## src/rtl/ext_com_pkg.sv

```systemverilog
// Definitions shared by the external-link responder and the on-board data transmitter.
package ext_com_pkg;

  localparam int unsigned UART_WIDTH     = 8;
  localparam int unsigned UART_BAUD_RATE = 230400;
  localparam logic [7:0]  UART_ACK       = 8'b11001100;

  typedef enum logic [2:0] {
    StIdle,
    StRxStart,
    StRxData,
    StRxStop,
    StWaitHigh,
    StTxStart,
    StTxData,
    StTxStop
  } ext_resp_state_t;

endpackage

```

## src/rtl/uart_bit_timer.sv

```systemverilog
// Bit-period counter: half_tick marks mid start bit, full_tick marks a bit boundary.
module uart_bit_timer #(
  parameter int unsigned CLKS_PER_BIT = 217
) (
  input  logic clk,
  input  logic rstN,
  input  logic clear,
  input  logic enable,
  output logic half_tick,
  output logic full_tick
);

  localparam int unsigned CntW = (CLKS_PER_BIT > 1) ? $clog2(CLKS_PER_BIT) : 1;

  logic [CntW-1:0] cnt_q, cnt_d;

  always_comb begin
    cnt_d = cnt_q;
    if (clear) begin
      cnt_d = '0;
    end else if (enable) begin
      cnt_d = cnt_q + 1'b1;
    end
  end

  always_ff @(posedge clk or negedge rstN) begin
    if (!rstN) begin
      cnt_q <= '0;
    end else begin
      cnt_q <= cnt_d;
    end
  end

  // Ticks fire in the last cycle of the interval so the FSM acts on the following edge.
  assign half_tick = enable && (cnt_q == CntW'(CLKS_PER_BIT / 2 - 1));
  assign full_tick = enable && (cnt_q == CntW'(CLKS_PER_BIT - 1));

endmodule

```

## src/rtl/ext_com_responder.sv

```systemverilog
// Far-end UART responder: receives one frame, pulses data_valid, optionally answers with ACK.
module ext_com_responder #(
  parameter int unsigned UART_WIDTH     = ext_com_pkg::UART_WIDTH,
  parameter int unsigned CLK_FREQ       = 50_000_000,
  parameter int unsigned UART_BAUD_RATE = ext_com_pkg::UART_BAUD_RATE
) (
  input  logic                  clk,
  input  logic                  rstN,
  input  logic                  rx,
  input  logic                  ack_en,
  output logic                  tx,
  output logic [UART_WIDTH-1:0] data_out,
  output logic                  data_valid,
  output logic                  frame_error,
  output logic                  busy
);
  import ext_com_pkg::*;

  localparam int unsigned CLKS_PER_BIT = CLK_FREQ / UART_BAUD_RATE;
  localparam int unsigned BitCntW      = (UART_WIDTH > 1) ? $clog2(UART_WIDTH) : 1;

  ext_resp_state_t       state_q, state_d;
  logic                  rx_meta_q, rx_s_q;
  logic [BitCntW-1:0]    bit_cnt_q, bit_cnt_d;
  logic [UART_WIDTH-1:0] shift_q, shift_d;
  logic [UART_WIDTH-1:0] data_q, data_d;
  logic                  valid_q, valid_d;
  logic                  ferr_q, ferr_d;
  logic                  tx_q, tx_d;
  logic                  timer_clear, timer_enable;
  logic                  half_tick, full_tick;
  logic                  last_bit;

  uart_bit_timer #(
    .CLKS_PER_BIT (CLKS_PER_BIT)
  ) u_bit_timer (
    .clk       (clk),
    .rstN      (rstN),
    .clear     (timer_clear),
    .enable    (timer_enable),
    .half_tick (half_tick),
    .full_tick (full_tick)
  );

  assign last_bit     = (bit_cnt_q == BitCntW'(UART_WIDTH - 1));
  assign timer_enable = (state_q != StIdle);
  assign timer_clear  = (state_q == StIdle) || (state_d != state_q) || full_tick;

  always_comb begin
    state_d   = state_q;
    bit_cnt_d = bit_cnt_q;
    shift_d   = shift_q;
    data_d    = data_q;
    valid_d   = 1'b0;
    ferr_d    = 1'b0;
    case (state_q)
      StIdle: begin
        if (!rx_s_q) state_d = StRxStart;
      end
      StRxStart: begin
        // A start bit that is high again at its midpoint was only a glitch.
        if (half_tick) state_d = rx_s_q ? StIdle : StRxData;
      end
      StRxData: begin
        if (full_tick) begin
          shift_d = {rx_s_q, shift_q[UART_WIDTH-1:1]};
          if (last_bit) begin
            bit_cnt_d = '0;
            state_d   = StRxStop;
          end else begin
            bit_cnt_d = bit_cnt_q + 1'b1;
          end
        end
      end
      StRxStop: begin
        if (full_tick) begin
          if (rx_s_q) begin
            data_d  = shift_q;
            valid_d = 1'b1;
            state_d = ack_en ? StTxStart : StIdle;
          end else begin
            ferr_d  = 1'b1;
            state_d = StWaitHigh;
          end
        end
      end
      StWaitHigh: begin
        if (rx_s_q) state_d = StIdle;
      end
      StTxStart: begin
        if (full_tick) state_d = StTxData;
      end
      StTxData: begin
        if (full_tick) begin
          if (last_bit) begin
            bit_cnt_d = '0;
            state_d   = StTxStop;
          end else begin
            bit_cnt_d = bit_cnt_q + 1'b1;
          end
        end
      end
      StTxStop: begin
        if (full_tick) state_d = StIdle;
      end
      default: state_d = StIdle;
    endcase
  end

  // tx is registered from the current state, so the start bit lands the cycle after data_valid.
  always_comb begin
    tx_d = 1'b1;
    case (state_q)
      StTxStart: tx_d = 1'b0;
      StTxData:  tx_d = UART_ACK[bit_cnt_q];
      default:   tx_d = 1'b1;
    endcase
  end

  always_ff @(posedge clk or negedge rstN) begin
    if (!rstN) begin
      rx_meta_q <= 1'b1;
      rx_s_q    <= 1'b1;
      state_q   <= StIdle;
      bit_cnt_q <= '0;
      shift_q   <= '0;
      data_q    <= '0;
      valid_q   <= 1'b0;
      ferr_q    <= 1'b0;
      tx_q      <= 1'b1;
    end else begin
      rx_meta_q <= rx;
      rx_s_q    <= rx_meta_q;
      state_q   <= state_d;
      bit_cnt_q <= bit_cnt_d;
      shift_q   <= shift_d;
      data_q    <= data_d;
      valid_q   <= valid_d;
      ferr_q    <= ferr_d;
      tx_q      <= tx_d;
    end
  end

  assign tx          = tx_q;
  assign data_out    = data_q;
  assign data_valid  = valid_q;
  assign frame_error = ferr_q;
  assign busy        = (state_q != StIdle);

endmodule

```

## config.mk

```make
export PLATFORM = sky130hd
export DESIGN_NAME = ext_com_responder
export DESIGN_NICKNAME = d
export VERILOG_FILES = /design/src/rtl/ext_com_pkg.sv /design/src/rtl/uart_bit_timer.sv /design/src/rtl/ext_com_responder.sv
export SDC_FILE = /design/constraint.sdc
export NUM_CORES = 1
export LEC_CHECK = 0
export CORE_UTILIZATION = 45
export CTS_CLUSTER_SIZE = 16
export DETAILED_ROUTE_END_ITERATION = 7
export PLACE_DENSITY = 0.68
export SYNTH_ARGS = -nofsm -noshare
export SYNTH_HDL_FRONTEND = slang
export SYNTH_SLANG_ARGS = --single-unit
```

## constraint.sdc

```tcl
create_clock -name clk -period 4.2 [get_ports clk]
set_clock_uncertainty 0.1 [all_clocks]
set_input_delay 0.84 -clock clk [delete_from_list [all_inputs] [get_ports clk]]
set_output_delay 0.84 -clock clk [all_outputs]
set_load 0.03 [all_outputs]
```

==> results.sh, run 1 <==
export IMPL_vias_per_cell=5.60
export IMPL_drt_wl_total_um=3080
export IMPL_status="finished clean"
export IMPL_clockRootBuffer="clkbuf_8"
export IMPL_dp_slack_ns=1.86
export IMPL_hold_viol=0
export IMPL_grt_max_degree=36
export IMPL_start_util_pct=48.1
export IMPL_cts_resized=0
export IMPL_clock_fmax_ghz=0.376
export IMPL_antenna_found_initial=0
export IMPL_gp_congestion=0.904
export IMPL_multi_input_area_um2=733
export IMPL_tritoncts="done"
export IMPL_synth_cell_types=38
export IMPL_drc=0
export IMPL_setup_violations_final=0
export IMPL_worstPathArrival_ns=1.72
export IMPL_clockPowerShare_pct=45.8
export IMPL_synth_main_ff_cell="dfrtp_1"
export IMPL_synth_fp_nets=144
export IMPL_yosysWarnings=0
export IMPL_hold_path_class="reg -> reg"
export IMPL_dr_pass1_iters=4
export IMPL_fin_ws_ns=1.54
export IMPL_crit_family="buffers and inverters"
export IMPL_grt_pass1_vias=1195
export IMPL_startpoint_type="flop"
export IMPL_grt_use_total_pct=18.3
export IMPL_crit_type="reg -> out"
export IMPL_syn_cell_area_mm2=0.00166
export IMPL_ys_seq_area_share_pct=53.1
export IMPL_p_sw_uw=130
export IMPL_drtIter0Drc=62
export IMPL_die_area_mm2=0.00393
export IMPL_ios=16
export IMPL_synth_edf_count=0
export IMPL_rows=21
export IMPL_seq_power_share_pct=52.5
export IMPL_clock_latency_ns=0.28
export IMPL_fill_cells=291
export IMPL_synthTopCellsByArea="dfrtp_1 (48%), mux2_2 (13%), dfstp_2 (4.8%)"
export IMPL_end_kind="output pin"
export IMPL_synthCells=136
export IMPL_fin_crit_ns=2.66
export IMPL_grt_ovfl_total=0
export IMPL_io_buffers=15
export IMPL_max_stage_delay_ns=0.66
export IMPL_clkTransAtPathRegs_ns=0.07
export IMPL_worstPathCellList="nor2_1 > nand2_1 > clkdlybuf4s50_1"
export IMPL_final_layout_size_suffix_gt1_share_pct=24.0
export IMPL_wire_per_inst_um=15.4
export IMPL_rsz0062_at_grt="false"
export IMPL_tightest_slew_ns=0.628
export IMPL_crit_required_ns=3.26
export IMPL_vias=1119
export IMPL_synth_most_common_cell="dfrtp_1"
export IMPL_cp_num_buf_inv=1
export IMPL_cts_buffer_depth=2
export IMPL_pwr_share_comb_pct=1.7
export IMPL_die_w_um=62.7
export IMPL_area_growth_pct=18.3
export IMPL_finalSetupTns_ns=0
export IMPL_ir_worst_vdd_mv=0.194
export IMPL_syn_area_per_cell_um2=12.2
export IMPL_power_density_mw_per_mm2=331
export IMPL_antennaDiodeCount=0
export IMPL_finalMaxSlewViolations=0
export IMPL_synthTopCellsByCount="dfrtp_1 (32), mux2_2 (19), nor2_1 (7), nor3_1 (7)"
export IMPL_ys_seq_elements=35
export IMPL_post_cts_buffers=0
export IMPL_synth_top_area_share_pct=48.3
export IMPL_maxSlewHeadroom_pct=58.1
export IMPL_slowest_stage="clkdlybuf4s50_1"
export IMPL_cts_sink_count=35
export IMPL_h_tree_depth=2
export IMPL_numCtsBuffers=5
export IMPL_final_nets=161
export IMPL_core_mm2=0.00344
export IMPL_drv_cap=0
export IMPL_worstPathMaxFanout=12
export IMPL_async_flop_share_pct=100
export IMPL_synth_top_cell_by_area="dfrtp_1"
export IMPL_fp_dieH_um=62.7
export IMPL_grt_pass1_wl_um=5460
export IMPL_min_period_over_period_pct=63.3
export IMPL_regArea_um2=880
export IMPL_hold_buffers=0
export IMPL_ant_nets=0
export IMPL_swShare_pct=20.0
export IMPL_internal_power_uw=519
export IMPL_post_dp_hpwl_um=2190
export IMPL_p_leak_nw=0.886
-- per-layer routing --
| layer | global-route usage (%) | up-vias | wire (um) |
|---|---|---|---|
| met3 | 4.93 | 10 | 97 |
| met4 | 8.14 | 0 | 76 |
| met1 | 21.3 | 552 | 1320 |
| met2 | 31.5 | 23 | 1580 |
| met5 | 0 | - | 0 |
| li1 | - | 534 | - |
-- power by group through the flow --
stage / Combinational, mW / Clock [mW] / Sequential (mW)
after detailed placement: 0.0111 / 0 / 0.347
after floorplan: 0.00195 / 0 / 0.345
final: 0.0108 / 0.297 / 0.340
after CTS: 0.0113 / 0.306 / 0.340
after global placement: 0.0108 / 0 / 0.347
after global routing: 0.0126 / 0.321 / 0.340
-- registers in the layout (all words and copies together), names as in the netlist --
signal,cells
bit_cnt_q,3
data_out,8
data_valid,1
frame_error,1
rx_meta_q,1
rx_s_q,1
shift_q,8
state_q,3
tx,1
u_bit_timer.cnt_q,8
-- cell usage in the layout, fill, tap and decap left out, types with 2 or more instances in the layout --
| master | Yosys | layout |
|---|---|---|
| dfstp_2 | 3 | 3 |
| inv_1 | 5 | 5 |
| clkdlybuf4s50_1 | 0 | 15 |
| o21ai_0 | 5 | 5 |
| nand3b_1 | 2 | 2 |
| nor3_1 | 7 | 7 |
| nor2_1 | 7 | 7 |
| and3b_1 | 2 | 2 |
| clkbuf_8 | 0 | 5 |
| a211oi_1 | 3 | 3 |
| nor3b_1 | 2 | 2 |
| xor2_1 | 2 | 2 |
| nand3_1 | 5 | 5 |
| nand2b_1 | 4 | 4 |
| ha_1 | 4 | 4 |
| or3_1 | 3 | 3 |
| o31ai_1 | 2 | 2 |
| dfrtp_1 | 32 | 32 |
| mux2_2 | 19 | 19 |
| nand2_1 | 5 | 5 |
-- path summary, 6_finish.rpt --
kind	from	end	slack [ns]	cells after the start
worst min-delay path	rx_meta_q	rx_s_q	0.26	0
min in group asynchronous	rstN	u_bit_timer.cnt_q[5]	0.87	2
worst max-delay path	state_q[2]	busy	1.54	3
worst min register to register	rx_meta_q	rx_s_q	0.26	0
max in group asynchronous	rstN	rx_meta_q	2.78	2
worst max register to register	u_bit_timer.cnt_q[0]	shift_q[6]	2.09	5
-- area by class of cell --
cell class | count | area share [%]
clock buffers | 5 | 3.51
clock inverters | 3 | 2.23
inverters | 5 | 0.958
multi-input cells | 90 | 37.4
flip-flops and latches | 35 | 44.9
well taps | 46 | 2.94
repair buffers | 16 | 8.05
-- worst register-to-register path, cell delays in order (launching register included) --
cell	delay, ns
dfrtp_1	0.42
inv_1	0.07
ha_1	0.17
nand3b_1	0.25
nor4_4	0.58
mux2_2	0.41
-- through the flow --
stage,cells,hold WS [ns],instance area [um^2],util (%),power (mW)
floorplan,136,0.245,1660,-,0.347
global placement,192,0.246,1850,53.7,0.357
detailed placement,192,0.249,1850,53.7,0.358
CTS,200,0.259,1960,56.9,0.657
global route,200,0.265,1960,56.9,0.674
finish,200,0.258,1960,56.9,0.649
-- cell families after synthesis --
logic type	Yosys count	synth area share [%]
adder cells (fa/ha/maj)	4	3.02
multiplexers	19	12.9
XOR/XNOR	3	1.59
AO/OA/AOI/OAI	16	6.72
flip-flops	35	53.1
buffers and inverters	11	2.64
AND/OR/NAND/NOR	48	20.0
Power figures use the tool's default switching activity.
==> inputs of run 2 (changes only) <==
==> constraint.sdc (replaced) <==
create_clock -name clk -period 2.6 [get_ports clk]
set_clock_uncertainty 0.1 [all_clocks]
set_input_delay 0.52 -clock clk [delete_from_list [all_inputs] [get_ports clk]]
set_output_delay 0.52 -clock clk [all_outputs]
set_load 0.03 [all_outputs]
==> run 2 against run 1 <==
Effect of this change: wire length fell by 6.8%; non-clock buffer count did not move; sequential cell count did not move; critical path depth did not move; clock-buffer cell count did not move; hold slack got worse by 0.00096 ns; total power rose by 61%; cell count did not move; critical path type unchanged; highest routed layer unchanged.
==> results.sh, run 2 (synthesis gave the netlist of run 1 again) <==
export IMPL_status="finished clean"
export IMPL_clock_latency_ns=0.28
export IMPL_grt_ovfl_total=0
export IMPL_rsz0062_at_grt="false"
export IMPL_crit_family="buffers and inverters"
export IMPL_start_util_pct=48.1
export IMPL_drc=0
export IMPL_worstPathArrival_ns=1.73
export IMPL_path_depth=3
export IMPL_core_mm2=0.00344
export IMPL_vias_per_cell=5.52
export IMPL_rr_worst_depth=5
export IMPL_io_buffers=15
export IMPL_gp_congestion=0.824
export IMPL_dr_pass1_iters=4
export IMPL_cts_buffer_depth=2
export IMPL_ff2ff_setup_slack_ns=0.60
export IMPL_wire_per_inst_um=14.3
export IMPL_worstPathCellList="nor2_1 > nand2_1 > clkdlybuf4s50_1"
export IMPL_rows=21
export IMPL_p_leak_nw=0.886
export IMPL_ir_worst_vdd_mv=0.418
export IMPL_finalPower_mw=1.04
export IMPL_post_cts_buffers=0
export IMPL_end_kind="output pin"
export IMPL_final_layout_size_suffix_gt1_share_pct=24.0
export IMPL_hold_buffers=0
export IMPL_grt_max_degree=36
export IMPL_area_growth_pct=18.3
export IMPL_dp_cells=192
export IMPL_final_nets=161
export IMPL_fin_ws_ns=0.249
export IMPL_fill_cells=284
export IMPL_grt_use_total_pct=17.8
export IMPL_drtIter0Drc=103
export IMPL_crit_type="reg -> out"
export IMPL_max_stage_delay_ns=0.66
export IMPL_tightest_slew_ns=0.608
export IMPL_finalSetupTns_ns=0
export IMPL_post_dp_hpwl_um=2060
export IMPL_drt_wl_total_um=2870
export IMPL_ant_nets=0
export IMPL_slowest_stage="clkdlybuf4s50_1"
export IMPL_mostFrequentLayoutCells="dfrtp_1 (32), mux2_2 (19), clkdlybuf4s50_1 (15)"
export IMPL_cts_resized=0
export IMPL_h_tree_depth=2
export IMPL_stdcell_count=200
export IMPL_hold_viol=0
export IMPL_power_density_mw_per_mm2=532
export IMPL_ios=16
export IMPL_fp_dieH_um=62.7
export IMPL_critPathLaunch="state_q[2]"
export IMPL_antenna_found_initial=0
export IMPL_crit_end="busy"
export IMPL_antennaDiodeCount=0
export IMPL_worstPathMaxFanout=12
export IMPL_crit_required_ns=1.98
export IMPL_grt_pass1_wl_um=5340
export IMPL_die_w_um=62.7
export IMPL_cp_num_buf_inv=1
export IMPL_cts_sink_count=35
export IMPL_grt_pass1_vias=1138
export IMPL_clkTransAtPathRegs_ns=0.07
export IMPL_die_area_mm2=0.00393
export IMPL_tritoncts="done"
export IMPL_maxSlewHeadroom_pct=59.5
export IMPL_drv_cap=0
export IMPL_clock_fmax_ghz=0.425
export IMPL_min_period_over_period_pct=90.4
export IMPL_vias=1104
export IMPL_r2r_end="shift_q[3]"
export IMPL_r2r_start="u_bit_timer.cnt_q[0]"
export IMPL_dp_slack_ns=0.549
export IMPL_final_common_cell="dfrtp_1"
export IMPL_clockRootBuffer="clkbuf_8"
export IMPL_finalMaxSlewViolations=0
export IMPL_setup_violations_final=0
export IMPL_fin_crit_ns=2.35
export IMPL_startpoint_type="flop"
export IMPL_hold_path_class="reg -> reg"
export IMPL_numCtsBuffers=5
[run 2: cell counts in the layout (fill, tap and decap cells not counted)]
No cell type changed its count.
[run 2: layer usage]
metal,wire length [um],share of wire (%),track usage (%),vias up
li1,-,-,-,530
met1,1330,46,23.5,551
met2,1410,49,28.4,21
met3,111,3.9,4.93,2
met4,19,0.66,5.23,0
met5,0,0,0,-
[run 2: worst register-to-register path: stages (launching register included)]
cell      delay [ns]
dfrtp_1         0.41
inv_1           0.07
ha_1            0.16
nand3b_1        0.21
nor4_4          0.54
mux2_2          0.40
[run 2: worst min-delay path by stage]
stage / from / end / slack, ns / cells after the start
floorplan: rstN / bit_cnt_q[0] / 0.12 / 0
global placement: rx_meta_q / rx_s_q / 0.25 / 0
detailed placement: rx_meta_q / rx_s_q / 0.25 / 0
CTS: rx_meta_q / rx_s_q / 0.26 / 0
global route: rx_meta_q / rx_s_q / 0.26 / 0
finish: rx_meta_q / rx_s_q / 0.26 / 0
[run 2: report_power, final]
part | internal (mW) | leakage (nW) | switching [mW]
combinational | 0.00586 | 0.369 | 0.0110
clock | 0.285 | 0.0581 | 0.189
sequential | 0.547 | 0.459 | 0.00292
total | 0.838 | 0.886 | 0.203
[run 2: through the flow]
stage	instance area, um^2	utilization [%]	hold WS, ns
floorplan	1660	-	0.124
global placement	1850	53.7	0.246
detailed placement	1850	53.7	0.250
CTS	1960	56.9	0.260
global route	1960	56.9	0.263
finish	1960	56.9	0.257
[run 2: area by class of cell]
cell class                      count  area (um^2)  share of cell area [%]
Multi-Input combinational cell     90          733                    37.4
Clock inverter                      3         43.8                    2.23
Timing Repair Buffer               16          158                    8.05
Tap cell                           46         57.6                    2.94
Sequential cell                    35          880                    44.9
Clock buffer                        5         68.8                    3.51
Inverter                            5         18.8                   0.958
